[src/rtl/dma_split_scheduler.sv]
// DMA split scheduler: cuts a frontend transfer into destination-aligned
// chunks and steers each one to the backend that owns that L1 interleave slot.
module dma_split_scheduler #(
  parameter int unsigned NumBackends = 4,
  parameter int unsigned ChunkBytes  = 1024,
  parameter int unsigned AddrWidth   = 32
) (
  input  logic                   clk_i,
  input  logic                   rst_i,
  input  logic                   req_valid_i,
  output logic                   req_ready_o,
  input  logic [AddrWidth-1:0]   req_src_i,
  input  logic [AddrWidth-1:0]   req_dst_i,
  input  logic [31:0]            req_len_i,
  output logic [NumBackends-1:0] be_valid_o,
  input  logic [NumBackends-1:0] be_ready_i,
  output logic [AddrWidth-1:0]   be_src_o,
  output logic [AddrWidth-1:0]   be_dst_o,
  output logic [31:0]            be_len_o,
  input  logic [NumBackends-1:0] be_done_i,
  output logic                   busy_o,
  output logic                   done_o
);

  localparam int unsigned OffW = $clog2(ChunkBytes);
  localparam int unsigned IdxW = $clog2(NumBackends);

  typedef enum logic [1:0] {
    IDLE,
    ISSUE,
    DRAIN
  } state_e;

  state_e               state_q;
  logic [AddrWidth-1:0] src_q;
  logic [AddrWidth-1:0] dst_q;
  logic [31:0]          rem_q;
  logic [31:0]          cnt_q;
  logic                 done_q;

  logic [31:0]          span;
  logic [31:0]          chunk_len;
  logic [IdxW-1:0]      tgt;
  logic                 issuing;
  logic                 hs;
  logic [31:0]          pop;
  logic [31:0]          cnt_inc;
  logic [31:0]          cnt_nxt;

  // A chunk never crosses a ChunkBytes boundary of the destination.
  always_comb begin
    span      = 32'(ChunkBytes) - 32'(dst_q[OffW-1:0]);
    chunk_len = (rem_q < span) ? rem_q : span;
  end

  assign tgt     = dst_q[OffW +: IdxW];
  assign issuing = (state_q == ISSUE);
  assign hs      = issuing && be_ready_i[tgt];

  always_comb begin
    pop = '0;
    for (int unsigned i = 0; i < NumBackends; i++) begin
      pop = pop + 32'(be_done_i[i]);
    end
  end

  // Issue and completions net in one cycle; never drop below zero.
  always_comb begin
    cnt_inc = cnt_q + 32'(hs);
    cnt_nxt = (cnt_inc > pop) ? (cnt_inc - pop) : '0;
  end

  always_comb begin
    be_valid_o = '0;
    if (issuing) begin
      be_valid_o[tgt] = 1'b1;
    end
  end

  assign be_src_o    = issuing ? src_q : '0;
  assign be_dst_o    = issuing ? dst_q : '0;
  assign be_len_o    = issuing ? chunk_len : '0;
  assign req_ready_o = (state_q == IDLE);
  assign busy_o      = (state_q != IDLE);
  assign done_o      = done_q;

  always_ff @(posedge clk_i or posedge rst_i) begin
    if (rst_i) begin
      state_q <= IDLE;
      src_q   <= '0;
      dst_q   <= '0;
      rem_q   <= '0;
      cnt_q   <= '0;
      done_q  <= 1'b0;
    end else begin
      done_q <= 1'b0;
      unique case (state_q)
        IDLE: begin
          if (req_valid_i) begin
            if (req_len_i == '0) begin
              done_q <= 1'b1;
            end else begin
              src_q   <= req_src_i;
              dst_q   <= req_dst_i;
              rem_q   <= req_len_i;
              state_q <= ISSUE;
            end
          end
        end
        ISSUE: begin
          cnt_q <= cnt_nxt;
          if (hs) begin
            src_q <= src_q + AddrWidth'(chunk_len);
            dst_q <= dst_q + AddrWidth'(chunk_len);
            rem_q <= rem_q - chunk_len;
            if (rem_q == chunk_len) begin
              state_q <= DRAIN;
            end
          end
        end
        DRAIN: begin
          cnt_q <= cnt_nxt;
          if (cnt_nxt == '0) begin
            state_q <= IDLE;
            done_q  <= 1'b1;
          end
        end
        default: state_q <= IDLE;
      endcase
    end
  end

endmodule

[config.mk]
export PLATFORM = sky130hd
export DESIGN_NAME = dma_split_scheduler
export DESIGN_NICKNAME = d
export VERILOG_FILES = /design/src/rtl/dma_split_scheduler.sv
export SDC_FILE = /design/constraint.sdc
export NUM_CORES = 1
export LEC_CHECK = 0
export CELL_PAD_IN_SITES_DETAIL_PLACEMENT = 1
export CELL_PAD_IN_SITES_GLOBAL_PLACEMENT = 1
export CORE_AREA = 5 5 179 181
export DETAILED_ROUTE_END_ITERATION = 6
export DIE_AREA = 0 0 184 186
export PLACE_DENSITY_LB_ADDON = 0.1
export SLEW_MARGIN = 20
export SYNTH_ARGS = -nofsm -noshare
export SYNTH_HDL_FRONTEND = slang
export SYNTH_SLANG_ARGS = --single-unit
[constraint.sdc]
create_clock -name clk_i -period 9.5 [get_ports clk_i]
set_input_delay 0.95 -clock clk_i [delete_from_list [all_inputs] [get_ports clk_i]]
set_output_delay 0.95 -clock clk_i [all_outputs]
set_load 0.005 [all_outputs]
# --- After elaboration in Yosys (flattened, before gate mapping) ---
# Index checks and enable logic that the tools add are counted.
totals:
  output_inout_bits: 103
  ff_bits: 131
  word_cells: 69
  inputBits: 107
op_classes:
  n_eq_ne: 8
  order_cmp: 4
  n_mux: 32
  n_addsub: 9
  n_reduce_logical: 10
ops:
  columns: ["operator", "n"]
  rows:
  - ["32-bit two-way mux", 14]
  - ["32-bit one-hot mux with 2 select lines", 3]
  - ["32-bit adder", 2]
  - ["32-bit zero test", 2]
  - ["32-bit by 1-bit adder with 32-bit output", 1]
  - ["32-bit equality test", 1]
  - ["32-bit by 4-bit > comparator with 1-bit output", 1]
  - ["32-bit less-than comparator", 1]
  - ["32-bit subtractor", 1]
  - ["32-bit by 4-bit subtractor with 32-bit output", 1]
  - ["11-bit by 10-bit subtractor with 12-bit output, first input constant", 1]
  - ["2-bit two-way mux", 5]
  - ["2-bit inequality test, second input constant", 3]
  - ["2-bit one-hot mux with 3 select lines", 1]
  - ["1-bit two-way mux", 5]
  - ["5-bit AND reduction", 1]
  - ["3-bit by 1-bit adder with 4-bit output", 1]
  - ["4-bit two-way mux", 1]
  - ["2-bit by 1-bit inequality test with 1-bit output, second input constant", 2]
  - ["4-bit AND reduction", 1]
  - ["2-bit nonzero test", 2]
  - ["2-bit by 1-bit adder with 3-bit output", 1]
  - ["2-bit by 3-bit less-than comparator with 1-bit output, second input constant", 1]
  - ["1-bit by 1-bit adder with 2-bit output", 1]
  - ["other kinds (9)", 10]

# --- Logic depth before layout (Yosys ltp) ---
# Gate-level depths: netlist (run 1).
depth:
  ltp_word: 9
  depth_mapped: 30
  mapped_depth_nobuf: 29

# --- Least setup slack after synthesis (run 1) ---
# No wires, ideal clock.
synth_timing:
  kind: "register to register"
  startpoint: "reg dst_q[2]"
  endpoint: "reg src_q[31]"
  synth_period_minus_slack_ps: 5863
  setup_ps: 126
  slack_ps: 3637
  stages_incl_launch_ff: 27
  path_buffers: 1
  required_time_ps: 9374
  t_arrival_ps: 5737
  path_cell_list: "dfrtp_1 nor3_1 nand2b_1 nor4_1 nand2_1 xor2_1 inv_1 ha_1 a21o_1 a2111oi_0 o31ai_1 clkbuf_1 mux2i_1 inv_1 ha_1 a21o_1 a21oi_1 o21bai_1 a311o_1 o211ai_1 a2111oi_0 o211ai_1 a31o_2 nor2b_1 o21ai_0 a211oi_1 a311o_1"
synth_via:
  elab_chain_len: 6
synth_rtl:
  columns: ["element", "line_no", "text"]
  rows:
  - ["start: declaration", "36", "logic [AddrWidth-1:0] dst_q;"]
  - ["start signal: assignment", "104", "dst_q <= req_dst_i;"]
  - ["start signal: assignment", "114", "dst_q <= dst_q + AddrWidth'(chunk_len);"]
  - ["11-bit by 10-bit subtractor with 12-bit output *", "52", "span = 32'(ChunkBytes) - 32'(dst_q[OffW-1:0]);"]
  - ["32-bit less-than comparator", "53", "chunk_len = (rem_q < span) ? rem_q : span;"]
  - ["32-bit two-way mux *", "53", null]
  - ["32-bit adder *", "113", "src_q <= src_q + AddrWidth'(chunk_len);"]
  - ["32-bit two-way mux *", "112", "if (hs) begin"]
  - ["32-bit one-hot mux with 2 select lines *", "97", "unique case (state_q)"]
  - ["end signal: assignment", "103", "src_q <= req_src_i;"]
  - ["end signal: assignment", "113", null]
  - ["end: declaration", "35", "logic [AddrWidth-1:0] src_q;"]
# Mark *: on every way between the ends. The rest lies on a longest branch, timed or not. The select of a mux whose other input is x is not followed.
# A chain may end at the register's enable or synchronous reset.

# --- Final worst setup path (run 1) ---
layout_timing:
  startpoint: "reg dst_q[2]"
  endpoint: "reg dst_q[26]"
layout_via:
  elab_chain_len: 6
layout_rtl:
  columns: ["element", "line_no"]
  rows:
  - ["11-bit by 10-bit subtractor with 12-bit output", "52"]
  - ["32-bit less-than comparator", "53"]
  - ["32-bit two-way mux", "53"]
  - ["32-bit adder *", "114"]
  - ["32-bit two-way mux *", "112"]
  - ["32-bit one-hot mux with 2 select lines *", "97"]
# Marked as above.

==> results.md, run 1 <==
* Period utilisation layout at 0.7246
* Clock skew at 0.01405 ns
* Critical path capture point type: register
* Vias per cell at 5.877
* H-tree depth at 4
* Core Area at 30,270 sq um
* Setup bufs post-CTS at 0
* Yosys warning total at 0
* Diodes inserted at 0
* Top Ports at 210
* Post-Syn Area at 13,060 sq um
* Pwr Density at 255.3 nW/um^2
* R2R depth at 27
* Hold_ws at 0.5132 ns
* Leading area contributor after synthesis: dfrtp_1
* MaxCap Viol Count at 0
* Vias in the first global route at 13.47k
* First-pass GRT wire length at 73,310 microns
* Share of the synthesized area in the top cell type at 0.2510
* Net count, final at 2,032
* Synth area leaders: dfrtp_1, ha_1, xnor2_1
* Hold buffer count at cts at 0
* Die area at 34,220 sq um
* Initial Util at 0.4314
* Clk_lat worst skew at 0.43 ns
* Worst-path fanout max at 10
* CTS Buf Count at 17
* Crit path kind: register to register
* Required time of the critical path at 9.76 ns
* Clk Tree Root Cell: clkbuf_16
* Worst reg2reg setup slack at 2.62 ns
* Period minus WS final at 6.883 ns
* Initial DRC count at 703
* Worst slew margin at 0.3577
* Final Hold Vio Count at 0
* Routed wire length at 46,070 microns
* DR pass1 iterations at 5
* Die span in y at 186 microns
* Filler Cell Count at 3,677
* Clk buf depth at 2
* Count leader, synth: nand2_1
* Hold Path Origin: dst_q[18]
* Synthesized instance count at 1,651
* Slew @ Worst Pin at 0.9634 ns
* Overall Global Routing Usage at 0.2657
* Grt ovf at 0
* Pin count of the biggest net entering global routing at 101
* Worst Hold Path Cells at 2
* Seq cells post-synth at 131
* CP Launch Type: register
* Run status: complete, no violations
* Via Count at 13.13k
* DR DRC count at 0
* Async set or reset register ratio after synthesis at 1.000
* CTS sink count at 131
* Layout area overhead at 22.02%
* Multi-input gate area at 9274 sq um
* LEAKAGE at 7.074 nW
* Achievable Freq at 0.1453 GHz
* Seq/Total Area, Yosys at 0.2510
* FF/Latch Area at 3278 sq um
* PortBufs at 188
* Distinct cell type count after synthesis at 92
* Worst IR drop on VDD at 0.1496 mV
* Worst path arrival time at 7.15 ns
* Rows at 64
* Count of final setup violators at 0
* CTS tree: yes
* Reg clk slew, reported paths at 0.06 ns
* Hold endpoint: dst_q[18]
* Reg2reg start: dst_q[2]
* Layout cells sized above 1 at 0.04842
* Initial antenna violation count at 2
* Post-synth EDFFs at 0
* Post-DR wirelength/cell at 20.62 microns
* Syn avg cell area at 7.910 sq um
* GP Congestion at 0.9092
* Worst reg2reg endpoint: dst_q[26]
* Unrepaired setup endpoints after global routing: false
* Top FF cell, synth: dfrtp_1
* Max Slew Vio Count at 0
* Synth cell count leaders: nand2_1, a21oi_1, dfrtp_1
* Worst Hold Class: register to register
* Die X at 184 microns
* CTS-repair resized insts at 0
* Sum of negative setup slack at 0 ns
* Post-DRT Antenna Nets at 0
* Post-DP HPWL at 34,160 microns
-- per-stage QoR --
step                instance area, sq um  power [W]    util  cells  setup WS, ns
CTS                                15930   0.004051  0.5264   2234         2.593
floorplan                          13280   0.002552       -   1711         3.637
finish                             15930   0.004068  0.5264   2234         2.617
detailed placement                 15290   0.003280  0.5050   2202         2.651
global route                       15930   0.004399  0.5264   2234         1.942
global placement                   15290   0.003194  0.5050   2202         2.895
-- power by group --
group / internal (W) / switching, W / total (W)
Combinational: 0.00105 / 0.00128 / 0.00233
Clock: 0.000461 / 0.000287 / 0.000748
Sequential: 0.000745 / 0.000247 / 0.000992
Total: 0.00225 / 0.00182 / 0.00407
-- worst max-delay path: stages (launching register included) --
cell and delay, ns:
dfrtp_1 0.45, nor3_1 0.29, nand2b_1 0.16, nor4_1 0.31, nand2_1 0.12, xor2_1 0.19, inv_1 0.08, ha_1 0.30
a21o_1 0.18, a2111oi_0 0.50, o31ai_2 0.16, buf_4 0.23, mux2i_1 0.50, ha_1 0.30, inv_1 0.06, fa_1 0.40
nor2b_1 0.17, o21ai_0 0.11, a21boi_0 0.35, o41ai_1 0.13, a31oi_1 0.32, a21oi_1 0.21, o21ai_0 0.48, a21o_1 0.22
a41oi_1 0.14, xnor2_1 0.15, mux2i_1 0.12, o21ai_0 0.09
-- layer usage --
metal,track usage,wire length [microns],part of all wire
met3,0.05628,2938,0.064
met2,0.4282,20860,0.45
met4,0.04703,582,0.013
met5,0,11,0.00024
met1,0.3736,21670,0.47
-- flip-flops by register name (all words and copies together) (netlist names) --
register,cells
cnt_q,32
rem_q,32
done_o,1
dst_q,32
state_q,2
src_q,32
-- placed cells by master (no fill, tap or decap), types with 6 or more instances in the layout --
cell type and count:
xnor2_1 85, clkbuf_16 17, nand2b_1 10, a31oi_1 22, o22ai_1 12, o2bb2ai_1 14, nor2b_1 16, o211ai_1 7
nor2_1 115, a211oi_1 6, o21bai_1 12, clkdlybuf4s50_1 188, buf_4 11, o31ai_1 9, nand3_1 41, and4_1 13
inv_1 70, nor4_1 27, mux2i_1 48, conb_1 61, a21o_1 39, a21oi_1 133, nor3_1 46, o21a_1 12
and2_1 72, a22o_1 8, nand2_1 171, ha_1 94, nand4_1 29, and3_1 22, o21ai_0 120, dfrtp_1 131
nor3b_1 6, xor2_1 40, or3_1 12
-- worst max-delay path by stage --
stage                     startpoint  cells after the start         to  slack, ns
after floorplan             dst_q[2]                     26  src_q[31]       3.64
after global placement      dst_q[2]                     24  src_q[31]       2.90
after detailed placement    dst_q[2]                     27  dst_q[30]       2.65
after CTS                   dst_q[2]                     27  dst_q[30]       2.59
after global routing        dst_q[2]                     24  rem_q[17]       1.94
final                       dst_q[2]                     27  dst_q[26]       2.62
-- area by class of cell --
| type | count | area share |
|---|---|---|
| tap | 396 | 0.03110 |
| clock inverter | 12 | 0.01123 |
| multi-input combinational | 1404 | 0.5820 |
| sequential | 131 | 0.2057 |
| clock buffer | 20 | 0.02929 |
| timing repair buffer | 199 | 0.1233 |
| inverter | 72 | 0.01735 |
-- logic make-up (layout without fill, tap and decap cells) --
logic type                 Yosys count  after routing  share of synthesized area
xor gates and xnor gates           126            126                    0.08556
other                                1             61                  0.0002872
buffers and inverters              176            303                    0.05921
adders and majority gates          100            100                    0.09869
and+or+nand+nor                    616            616                     0.2481
muxes                               52             52                    0.04139
AOI/OAI and AO/OA                  449            449                     0.2158
DFF                                131            131                     0.2510
No activity file was read; power rests on OpenSTA's default activity.
==> run 2: changes to the inputs <==
--- a/config.mk
+++ b/config.mk
@@ -7,9 +7,9 @@
 export LEC_CHECK = 0
 export CELL_PAD_IN_SITES_DETAIL_PLACEMENT = 1
 export CELL_PAD_IN_SITES_GLOBAL_PLACEMENT = 1
-export CORE_AREA = 5 5 179 181
+export CORE_AREA = 5 5 185 187
 export DETAILED_ROUTE_END_ITERATION = 6
-export DIE_AREA = 0 0 184 186
+export DIE_AREA = 0 0 190 192
 export PLACE_DENSITY_LB_ADDON = 0.1
 export SLEW_MARGIN = 20
 export SYNTH_ARGS = -nofsm -noshare
==> constraint.sdc (replaced) <==
create_clock -name clk_i -period 7 [get_ports clk_i]
set_input_delay 0.7 -clock clk_i [delete_from_list [all_inputs] [get_ports clk_i]]
set_output_delay 0.7 -clock clk_i [all_outputs]
set_load 0.005 [all_outputs]
==> results.md, run 2 (synthesis gave the netlist of run 1 again) <==
* Net count, final at 2,047
* Final Hold Vio Count at 0
* First-pass GRT wire length at 74,760 microns
* Core Area at 32,290 sq um
* GP Congestion at 0.9080
* Sw frac at 0.4514
* Switching Power at 0.002442 W
* Unrepaired setup endpoints after global routing: false
* Count of final setup violators at 0
* Clk pwr share at 0.162
* Die X at 190 microns
* Max Slew Vio Count at 0
* Critical path capture point type: register
* DR DRC count at 0
* Period utilisation layout at 0.9178
* DR pass1 iterations at 4
* Pwr Density at 337.4 nW/um^2
* Pin count of the biggest net entering global routing at 158
* Slew @ Worst Pin at 1.044 ns
* Post-DRT Antenna Nets at 0
* Placed cell area at 15,460 sq um
* Post-DP HPWL at 35,110 microns
* H-tree depth at 4
* Worst slew margin at 0.3038
* Routed wire length at 46,790 microns
* Rows at 66
* Register share of total power at 0.249
* Most frequent cells in the layout: clkdlybuf4s50_1, nand2_1, a21oi_1
* Gate power share at 0.590
* Initial DRC count at 664
* Layout area overhead at 22.75%
* Worst path arrival time at 6.73 ns
* Reg clk slew, reported paths at 0.06 ns
* Clock skew at 0.007405 ns
* Hold buffer count at cts at 0
* Top Ports at 210
* Die area at 36,480 sq um
* Layout cells sized above 1 at 0.05459
* Crit path kind: register to register
* Post-route cell area at 16,030 sq um
* Clk buf depth at 2
* Worst Hold Class: register to register
* Required time of the critical path at 7.31 ns
* Grt ovf at 0
* MaxCap Viol Count at 0
* Int Power at 0.002967 W
* Vias in the first global route at 13.54k
* Period minus WS final at 6.425 ns
* Worst-path fanout max at 7
* Die span in y at 192 microns
* Overall Global Routing Usage at 0.2551
* Fin cells at 2,293
* Hold_ws at 0.5199 ns
* Via Count at 13.05k
* CTS sink count at 131
* Vias per cell at 5.691
* Worst IR drop on VDD at 0.1816 mV
* CTS tree: yes
* Pwr Total at 0.005409 W
* Filler Cell Count at 3,921
* Sum of negative setup slack at 0 ns
* LEAKAGE at 7.098 nW
* Clk Tree Root Cell: clkbuf_16
* PortBufs at 188
* Placed cells at 2,262
* Initial antenna violation count at 4
* Initial Util at 0.4044
* CTS Buf Count at 17
* Post-DR wirelength/cell at 20.41 microns
* CP Launch Type: register
* Run status: complete, no violations
* Clk_lat worst skew at 0.43 ns
* Achievable Freq at 0.1557 GHz
* Most common cell after layout, fill and taps aside: clkdlybuf4s50_1
## run 2: cell types whose count changed in the layout (fill, tap and decap cells not counted), sizes merged
| cell | change |
|---|---|
| buf | +15 |
| bufinv | -3 |
| clkbuf | +4 |
| clkinv | -2 |
| clkinvlp | -2 |
| diode | +1 |
## run 2: repair_timing
| action | in CTS | in global routing |
|---|---|---|
| endpoints found under the setup margin | 0 | 19 |
| gates resized for setup | 0 | 5 |
| buffers inserted | 0 | 1 |
## run 2: final timing paths
| check | startpoint | endpoint | slack (ns) | depth (start not counted) |
|---|---|---|---|---|
| worst min register to register | dst_q[17] | dst_q[17] | 0.52 | 2 |
| worst max-delay path | dst_q[0] | src_q[31] | 0.58 | 26 |
| worst min-delay path | dst_q[17] | dst_q[17] | 0.52 | 2 |
| worst max register to register | dst_q[0] | src_q[31] | 0.58 | 26 |
| min in group asynchronous | rst_i | cnt_q[1] | 0.79 | 2 |
| max in group asynchronous | rst_i | rem_q[9] | 4.90 | 3 |
## run 2: layout make-up
class	count	area, sq um	area share
Multi-Input combinational cell	1404	9285	0.5793
Sequential cell	131	3278	0.2045
Clock buffer	24	491.7	0.03068
Tap cell	442	553.0	0.03450
Antenna cell	1	2.502	0.0001561
Timing Repair Buffer	214	2090	0.1304
Clock inverter	5	52.55	0.003278
Inverter	72	276.5	0.01725
## run 2: worst max-delay path, stage by stage, from the launching register on
cell	delay, ns
dfrtp_1	0.45
inv_1	0.15
ha_1	0.23
inv_1	0.10
nor4_1	0.44
xnor2_1	0.22
inv_1	0.08
ha_1	0.29
nand4b_1	0.12
o31ai_2	0.69
buf_4	0.30
mux2i_2	0.35
inv_1	0.13
ha_1	0.39
a21o_1	0.20
a21o_1	0.18
a21oi_1	0.19
nand2b_1	0.10
o211ai_1	0.23
a2111oi_0	0.15
buf_4	0.17
o211ai_1	0.23
a31o_2	0.23
nor2b_1	0.05
o21ai_0	0.20
a211oi_1	0.11
a311o_1	0.34
## run 2: per-stage QoR
stage / setup WS [ns] / util
after floorplan: 1.137 / -
after global placement: 0.7586 / 0.4789
after detailed placement: 0.4014 / 0.4789
after CTS: 0.3883 / 0.4957
after global routing: 0.01714 / 0.4964
final: 0.5755 / 0.4964
## run 2: power by group through the flow
stage          Clock [W]  Combinational, W  Sequential [W]
2_1_floorplan          0           0.00227         0.00119
3_3_place_gp           0           0.00304         0.00134
3_5_place_dp           0           0.00312         0.00135
4_1_cts         0.000896           0.00316         0.00134
5_1_grt         0.000924           0.00358         0.00139
6_report        0.000874           0.00319         0.00135
## run 2: layer usage
metal,share of wire,track usage
met1,0.47,0.3552
met2,0.45,0.4034
met3,0.064,0.05816
met4,0.016,0.06093
met5,0.00073,0
==> run 3: changes to the inputs <==
--- a/config.mk
+++ b/config.mk
@@ -5,6 +5,7 @@
 export SDC_FILE = /design/constraint.sdc
 export NUM_CORES = 1
 export LEC_CHECK = 0
+export ABC_CLOCK_PERIOD_IN_PS = 7000
 export CELL_PAD_IN_SITES_DETAIL_PLACEMENT = 1
 export CELL_PAD_IN_SITES_GLOBAL_PLACEMENT = 1
 export CORE_AREA = 5 5 185 187
==> results of run 3 <==
The final DEF is identical to that of run 2; final timing and power are the same.
